$ cat config.mk
export PLATFORM = sky130hd
export DESIGN_NAME = muldiv_ctrl
export DESIGN_NICKNAME = d
export VERILOG_FILES = /design/src/rtl/muldiv_ctrl.sv
export SDC_FILE = /design/constraint.sdc
export NUM_CORES = 2
export LEC_CHECK = 0
export ABC_AREA = 1
export CAP_MARGIN = 20
export CORE_ASPECT_RATIO = 1.5
export CORE_MARGIN = 2
export CORE_UTILIZATION = 60
export DETAILED_ROUTE_END_ITERATION = 8
export GPL_ROUTABILITY_DRIVEN = 1
export PLACE_DENSITY = 0.76
export SLEW_MARGIN = 20
export SYNTH_ARGS = -nofsm -noshare
export SYNTH_HDL_FRONTEND = slang
export SYNTH_SLANG_ARGS = --single-unit
$ cat constraint.sdc
create_clock -name clk -period 23.5 [get_ports clk]
set_clock_uncertainty 0.2 [all_clocks]
set_input_delay 3.525 -clock clk [delete_from_list [all_inputs] [get_ports clk]]
set_output_delay 3.525 -clock clk [all_outputs]
set_load 0.02 [all_outputs]
$ cat src/rtl/muldiv_ctrl.sv
`timescale 1ns/1ps
// -----------------------------------------------------------------------------
// muldiv_ctrl
//
// Multi-cycle multiply/divide sequencer for the execute stage. Accepts
// MULT/MULTU/DIV/DIVU with both operands, runs the multiply through a
// fixed-latency counter and the divide as a 32-step restoring iteration,
// stalls the issuing stage while working, then holds the HI/LO pair until
// the downstream stage accepts it. Only one operation is ever in flight.
//
// Parameters
//   MUL_CYCLES    cycles spent in the MUL state (1..8)
// Ports
//   clk           clock, rising edge
//   rst           asynchronous active-high reset
//   start_valid   an instruction (aluop/src_a/src_b) is presented
//   aluop         decoded ALU op; only the four mult/div ops are acted on
//   src_a         rs operand (multiplicand / dividend)
//   src_b         rt operand (multiplier / divisor)
//   flush         kills any in-flight operation, highest priority
//   ready         downstream accepts the held result this cycle
//   stall_req     hold the issuing stage
//   busy          state is not IDLE
//   result_valid  hi/lo are valid and held
//   hi, lo        upper product / remainder, lower product / quotient
// -----------------------------------------------------------------------------
`ifndef ALUOP_MULT
`define ALUOP_MULT  8'h18
`endif
`ifndef ALUOP_MULTU
`define ALUOP_MULTU 8'h19
`endif
`ifndef ALUOP_DIV
`define ALUOP_DIV   8'h1A
`endif
`ifndef ALUOP_DIVU
`define ALUOP_DIVU  8'h1B
`endif

module muldiv_ctrl #(
    parameter int MUL_CYCLES = 2
) (
    input  logic        clk,
    input  logic        rst,
    input  logic        start_valid,
    input  logic [7:0]  aluop,
    input  logic [31:0] src_a,
    input  logic [31:0] src_b,
    input  logic        flush,
    input  logic        ready,
    output logic        stall_req,
    output logic        busy,
    output logic        result_valid,
    output logic [31:0] hi,
    output logic [31:0] lo
);

    typedef enum logic [1:0] {
        ST_IDLE = 2'd0,
        ST_MUL  = 2'd1,
        ST_DIV  = 2'd2,
        ST_DONE = 2'd3
    } state_t;

    state_t      state_reg, state_next;
    logic [5:0]  cnt_reg, cnt_next;
    logic [31:0] hi_reg, hi_next;
    logic [31:0] lo_reg, lo_next;
    logic [31:0] op_a_reg, op_a_next;     // multiplicand
    logic [31:0] op_b_reg, op_b_next;     // multiplier or |divisor|
    logic        signed_reg, signed_next; // multiply signedness
    logic        quot_neg_reg, quot_neg_next;
    logic        rem_neg_reg, rem_neg_next;
    logic [31:0] rem_reg, rem_next;
    logic [31:0] quot_reg, quot_next;     // dividend shifts out as quotient shifts in

    // Decode
    logic is_mul_op, is_div_op, is_signed_op, start;
    assign is_mul_op    = (aluop == `ALUOP_MULT) || (aluop == `ALUOP_MULTU);
    assign is_div_op    = (aluop == `ALUOP_DIV)  || (aluop == `ALUOP_DIVU);
    assign is_signed_op = (aluop == `ALUOP_MULT) || (aluop == `ALUOP_DIV);
    assign start        = start_valid && (is_mul_op || is_div_op)
                          && (state_reg == ST_IDLE) && !flush;

    // Divider magnitudes; |0x80000000| is 0x80000000 read as unsigned.
    logic [31:0] abs_a, abs_b;
    assign abs_a = (is_signed_op && src_a[31]) ? (32'd0 - src_a) : src_a;
    assign abs_b = (is_signed_op && src_b[31]) ? (32'd0 - src_b) : src_b;

    // Product: extend both operands to 64 bits so a plain multiply yields
    // the correct low 64 bits for either signedness.
    logic [63:0] mul_ext_a, mul_ext_b, product;
    assign mul_ext_a = signed_reg ? {{32{op_a_reg[31]}}, op_a_reg} : {32'd0, op_a_reg};
    assign mul_ext_b = signed_reg ? {{32{op_b_reg[31]}}, op_b_reg} : {32'd0, op_b_reg};
    assign product   = mul_ext_a * mul_ext_b;

    // One restoring step. The shifted remainder needs 33 bits because it can
    // reach almost twice the divisor; the trial result's top bit is the
    // borrow that says "does not fit".
    logic [32:0] rem_shift, trial;
    logic        take;
    logic [31:0] rem_step, quot_step;
    assign rem_shift = {rem_reg, quot_reg[31]};
    assign trial     = rem_shift - {1'b0, op_b_reg};
    assign take      = !trial[32];
    assign rem_step  = take ? trial[31:0] : rem_shift[31:0];
    assign quot_step = {quot_reg[30:0], take};

    always_comb begin
        state_next    = state_reg;
        cnt_next      = cnt_reg;
        hi_next       = hi_reg;
        lo_next       = lo_reg;
        op_a_next     = op_a_reg;
        op_b_next     = op_b_reg;
        signed_next   = signed_reg;
        quot_neg_next = quot_neg_reg;
        rem_neg_next  = rem_neg_reg;
        rem_next      = rem_reg;
        quot_next     = quot_reg;

        if (flush) begin
            // Kill everything; hi/lo keep the last delivered result.
            state_next = ST_IDLE;
        end else begin
            case (state_reg)
                ST_IDLE: begin
                    if (start) begin
                        cnt_next = 6'd0;
                        if (is_mul_op) begin
                            op_a_next   = src_a;
                            op_b_next   = src_b;
                            signed_next = is_signed_op;
                            state_next  = ST_MUL;
                        end else if (src_b == 32'd0) begin
                            hi_next    = src_a;
                            lo_next    = 32'hFFFF_FFFF;
                            state_next = ST_DONE;
                        end else begin
                            quot_next     = abs_a;
                            rem_next      = 32'd0;
                            op_b_next     = abs_b;
                            quot_neg_next = is_signed_op && (src_a[31] ^ src_b[31]);
                            rem_neg_next  = is_signed_op && src_a[31];
                            state_next    = ST_DIV;
                        end
                    end
                end
                ST_MUL: begin
                    cnt_next = cnt_reg + 6'd1;
                    if (cnt_reg == 6'(MUL_CYCLES - 1)) begin
                        {hi_next, lo_next} = product;
                        state_next         = ST_DONE;
                    end
                end
                ST_DIV: begin
                    cnt_next  = cnt_reg + 6'd1;
                    rem_next  = rem_step;
                    quot_next = quot_step;
                    if (cnt_reg == 6'd31) begin
                        lo_next    = quot_neg_reg ? (32'd0 - quot_step) : quot_step;
                        hi_next    = rem_neg_reg  ? (32'd0 - rem_step)  : rem_step;
                        state_next = ST_DONE;
                    end
                end
                ST_DONE: begin
                    if (ready) begin
                        state_next = ST_IDLE;
                    end
                end
                default: state_next = ST_IDLE;
            endcase
        end
    end

    always_ff @(posedge clk or posedge rst) begin
        if (rst) begin
            state_reg    <= ST_IDLE;
            cnt_reg      <= 6'd0;
            hi_reg       <= 32'd0;
            lo_reg       <= 32'd0;
            op_a_reg     <= 32'd0;
            op_b_reg     <= 32'd0;
            signed_reg   <= 1'b0;
            quot_neg_reg <= 1'b0;
            rem_neg_reg  <= 1'b0;
            rem_reg      <= 32'd0;
            quot_reg     <= 32'd0;
        end else begin
            state_reg    <= state_next;
            cnt_reg      <= cnt_next;
            hi_reg       <= hi_next;
            lo_reg       <= lo_next;
            op_a_reg     <= op_a_next;
            op_b_reg     <= op_b_next;
            signed_reg   <= signed_next;
            quot_neg_reg <= quot_neg_next;
            rem_neg_reg  <= rem_neg_next;
            rem_reg      <= rem_next;
            quot_reg     <= quot_next;
        end
    end

    assign busy         = (state_reg != ST_IDLE);
    assign result_valid = (state_reg == ST_DONE);
    assign stall_req    = start || (state_reg == ST_MUL) || (state_reg == ST_DIV);
    assign hi           = hi_reg;
    assign lo           = lo_reg;

endmodule

* After elaboration in Yosys (flattened, before gate mapping)
Cells that the tools add are included.
Storage, ports and cells: logic and storage cells 109, input bits 77, output and inout port bits 67, flip-flop bits (word level) 203
Operators by class: equality and inequality tests 20, reduce and logical (&&, ||, !) cells 28, bitwise operators 4, add/sub/neg operators 6, multiply operators 1, muxes and demuxes 39
Operators by type and width (number):
- 32-bit 2-to-1 mux | 23
- 32-bit one-hot mux with 3 select lines | 2
- 64-bit 2-to-1 mux | 2
- 32-bit one-hot mux with 2 select lines | 2
- 1-bit by 32-bit subtractor with 32-bit output (first input constant) | 4
- 64-bit by 64-bit multiplier with 64-bit output | 1
- 33-bit by 32-bit subtractor with 33-bit output | 1
- 8-bit by 5-bit equality test with 1-bit output (second input constant) | 4
- 32-bit logical NOT | 1
- 2-bit 2-to-1 mux | 6
- 2-bit inequality test (second input constant) | 6
- 3-bit inequality test (second input constant) | 4
- 6-bit one-hot mux with 2 select lines | 1
- 4-bit AND reduction | 3
- 5-bit AND reduction | 2
- 2-bit one-hot mux with 4 select lines | 1
- 7-bit AND reduction | 1
- 6-bit by 1-bit adder with 6-bit output (second input constant) | 1
- 6-bit by 1-bit equality test with 1-bit output (second input constant) | 1
- 6-bit by 5-bit equality test with 1-bit output (second input constant) | 1
- 1-bit logical AND | 6
- 1-bit logical OR | 6
- 6-bit 2-to-1 mux | 1
- 2-bit nonzero test | 3
- other kinds (11) | 15

* Depth between registers and ports, before layout
word-level depth 9, mapped depth 47, mapped depth without buffers 45

* Least setup slack after synthesis
Ideal clock, no wire load.
path kind reg-to-reg, from register op_a_reg[31], to register hi_reg[31], in the netlist hi[31], data arrival time 8824 ps, cell stages (with the launch flop) 35, period minus slack after synthesis 9141 ps, library setup time 117 ps, buffers on the path 2, required time 23183 ps, slack 14359 ps, cells stage by stage dfrtp_1 > clkbuf_1 > nand2_1 > clkbuf_1 > nor2_1 > fa_1 > inv_1 > fa_1 > inv_1 > fa_1 > inv_1 > fa_1 > inv_1 > fa_1 > fa_1 > fa_1 > inv_1 > fa_1 > inv_1 > fa_1 > inv_1 > fa_1 > inv_1 > ha_1 > a21oi_1 > o21bai_1 > a221o_1 > a211oi_1 > nand2_1 > a21oi_1 > nor2_1 > nor2_1 > nand2_1 > nand2_1 > nand2_1
On the way: cells in the longest elaborated chain, start to end 4
RTL lines:
- from (decl) | RTL line 69 | logic [31:0] op_a_reg, op_a_next;
- from (signal assigned) | RTL line 194 | op_a_reg <= op_a_next;
- 64-bit 2-to-1 mux | RTL line 93 | assign mul_ext_a = signed_reg ? {{32{op_a_reg[31]}}, op_a_reg} : {32'd0, op_a_reg};
- 64-bit by 64-bit multiplier with 64-bit output | RTL line 95 | assign product = mul_ext_a * mul_ext_b;
- 32-bit 2-to-1 mux | RTL line 151 | if (cnt_reg == 6'(MUL_CYCLES - 1)) begin
- 32-bit one-hot mux with 3 select lines | RTL line 126 | case (state_reg)
- to (signal assigned) | RTL line 192 | hi_reg <= hi_next;
- to (decl) | RTL line 67 | logic [31:0] hi_reg, hi_next;
No other way between the ends. The select of a mux whose other input is x is not followed. A chain may end at the register's enable or synchronous reset.

* Worst setup path after layout
Same ends and word-level chain as after synthesis.

==> flow_summary_export.csv <==
group,metric,value,unit
clock_network,ctsHoldBuffers,0,
power,pwr-share-comb,65.5,%
global_route,grt_pass1_wl,331,mm
synth,ys.flop_type,"dfrtp_1",
sta,period_share,47.8,%
global_route,grt_pass1_vias,58100,
global_route,grt_max_degree,100,
global_route,overflow,0,
synth,ys_ff_latch,203,
final_layout,drive_gt1_share,2.97,%
sta,fmax,88.9,MHz
setup_path,arrival,11.52,ns
clock_network,clockBufferDepth,3,
clock_network,cts-resized-gates,0,
synth,synth.yosys.seq_area_share,7.85,%
die,fp-row-count,147,
synth,synth_area,64700,um2
synth,async_reset_ff_share,100,%
setup_path,critical_path_required,23.78,ns
flow_run,maxCapViolCount,0,
sta,timing.hold.ws,0.289,ns
global_route,grt_use_total,39.9,%
setup_path,crit_slowest_cell,"fa_1",
final_layout,multi_input_area,48700,um2
sta,tightest_slew,1.11,ns
place,gp_congestion,1.02,
synth,yosysUniqueCellTypes,61,
setup_path,cp_common_cell,"fa_1",
die,die_width,272,um
setup_path,cp_max_fo,34,
setup_path,start_kind,"flip-flop",
setup_path,setup.worst_path.end_class,"flip-flop",
clock_network,clkSinkCount,203,
clock_network,root_buffer,"clkbuf_16",
sta,finalWorstPathRequiredPeriod,11.24,ns
global_route,antenna_found_initial,2,
synth,syn_avg_cell_area,7.72,um2
outcome,status,"finished, final reports clean",
final_layout,n_fill_cell,9494,
power,power_frac_seq,19.4,%
place,io_buffer_count,143,
power,clock_power_share,15.1,%
sta,rsz0062_at_grt,"no",
synth,postSynthCellCount,8378,
clock_network,numCtsBuffers,25,
routing,drtPass1Iterations,6,
routing,routedWlPerCell,21.9,um
power,switchingPower,0.00167,W
sta,hold_violations,0,
die,pin_count,144,
routing,drtIter0Drc,4870,
sta,max_slew_margin,25.7,%
place,dp_hpwl,175,mm
die,die_h,406,um
power,p_leak,40.0,nW
routing,antenna_left,0,
final_layout,stdcell_area,68200,um2
routing,highest_layer,"met5",
power,power-per-cell-area,43.3,nW/um2
sta,setup_viol_count_final,0,
routing,drt-total-wl,213,mm
routing,drc_errors,0,
final_layout,layout_common_cells,"inv_1 (2533), nand2_1 (1918), fa_1 (1420)",
die,dieArea,111000,um2
clock_network,clk_pin_slew_worst_paths,0.07,ns
clock_network,cts.htree.levels,1,
power,sw_frac_of_total,56.4,%
final_layout,final_common_cell,"inv_1",
final_layout,post-route-util,63.7,%
routing,via_per_inst,5.58,
routing,vias,54300,
clock_network,clk_latency,0.60,ns
routing,met3_length,17.5,mm
power,p_int,0.00129,W
setup_path,crit_type,"reg -> reg",
final_layout,nets,10100,
die,start_util,60.4,%
power,ir_drop,116,uV
setup_path,cp_slowest_stage_delay,0.84,ns
place,placed_area,67200,um2
synth,synth_edf_count,0,
final_layout,area_delta_synth_final,5.33,%
synth,synth_nets,10200,
clock_network,cts_tree,"done",
routing,routed-wl-met2,102,mm
synth,ys.warnings.count,0,
clock_network,cts_setup_buffers,0,
sta,maxSlewViolCount,0,
final_layout,area.sequential,5080,um2
hold_path,hold_path_class,"reg -> reg",
sta,setup_tns,0,ns
routing,routedLengthMet1,74.8,mm
die,core_region_area,107000,um2
kinds of logic after synthesis:
logic type | count (synthesis) | share of synthesized area (%)
compound gates | 659 | 5.67
xor+xnor | 112 | 1.54
fa+ha+maj | 1770 | 50.7
buf+inv | 2898 | 17.0
flops | 203 | 7.85
mux | 2 | 0.0309
simple gates | 2734 | 17.2
worst max-delay path, delay by kind of cell (launching register included):
family | cells | cell delay (ns)
adders and majority gates | 11 | 6.22
buffers and inverters | 9 | 1.89
and+or+nand+nor | 8 | 1.34
AOI/OAI and AO/OA | 5 | 1.11
DFF | 1 | 0.32
cells in the mapped netlist (8+ instances only):
library cell / instances / area share [%]
o211ai_1: 30 / 0.35
buf_2: 11 / 0.085
o21ai_1: 8 / 0.062
xor2_1: 74 / 1.0
nor3_1: 41 / 0.32
nor2_1: 382 / 2.2
a21oi_1: 222 / 1.7
a21o_1: 12 / 0.14
xnor2_1: 37 / 0.50
nand3_1: 227 / 1.8
nor2_2: 8 / 0.077
nand2_2: 30 / 0.29
o21ai_0: 248 / 1.9
a31oi_1: 45 / 0.44
o21bai_1: 21 / 0.24
clkbuf_1: 309 / 1.8
nand2_1: 1922 / 11
nand3b_1: 16 / 0.19
fa_1: 1420 / 44
nand2_4: 9 / 0.16
buf_1: 21 / 0.12
ha_1: 350 / 6.8
dfrtp_1: 203 / 7.9
inv_1: 2535 / 15
o22ai_1: 40 / 0.39
nor4_1: 15 / 0.15
or2_2: 20 / 0.19
nand4_1: 40 / 0.39
cell type report:
type	count	area share [%]
multi-input cells	5277	71.4
clock inverters	16	0.347
clock buffers	30	0.989
repair buffers	238	3.15
flip-flops and latches	203	7.45
well taps	1415	2.60
inverters	2544	14.0
diodes	2	0.00734
path summary, 6_finish.rpt:
check	from	to	slack, ns	depth (start not counted)
worst min register to register	hi[19]$_DFFE_PP0P_	hi[19]$_DFFE_PP0P_	0.29	2
max in group asynchronous	rst	op_b_reg[25]$_DFFE_PP0P_	18.51	3
min in group asynchronous	rst	cnt_reg[1]$_DFFE_PP0P_	3.22	2
worst max register to register	op_a_reg[31]$_DFFE_PP0P_	hi[31]$_DFFE_PP0P_	12.26	33
worst min-delay path	hi[19]$_DFFE_PP0P_	hi[19]$_DFFE_PP0P_	0.29	2
worst max-delay path	op_a_reg[31]$_DFFE_PP0P_	hi[31]$_DFFE_PP0P_	12.26	33
per-stage QoR:
| stage | power [W] | cells | setup WS (ns) |
|---|---|---|---|
| floorplan | 0.00183 | 8378 | 14.24 |
| global placement | 0.00244 | 9677 | 12.58 |
| CTS | 0.00291 | 9723 | 12.33 |
| finish | 0.00295 | 9725 | 12.26 |
| global route | 0.00314 | 9723 | 11.65 |
| detailed placement | 0.00246 | 9677 | 12.37 |
power by group through the flow:
| stage | registers [W] | clock network [W] | logic [W] |
|---|---|---|---|
| 6_report | 0.000572 | 0.000447 | 0.00193 |
| 5_1_grt | 0.000575 | 0.000459 | 0.00211 |
| 4_1_cts | 0.000567 | 0.000447 | 0.00190 |
| 3_5_place_dp | 0.000571 | 0 | 0.00189 |
| 3_3_place_gp | 0.000571 | 0 | 0.00187 |
| 2_1_floorplan | 0.000570 | 0 | 0.00126 |
metal layers:
| layer | global-route usage [%] | vias to the layer above |
|---|---|---|
| met5 | 0 | - |
| met3 | 5.73 | 832 |
| met2 | 66.5 | 2762 |
| li1 | - | 23800 |
| met4 | 26.7 | 2 |
| met1 | 48.3 | 27000 |
Note: power is estimated with default switching activity, not from simulation.
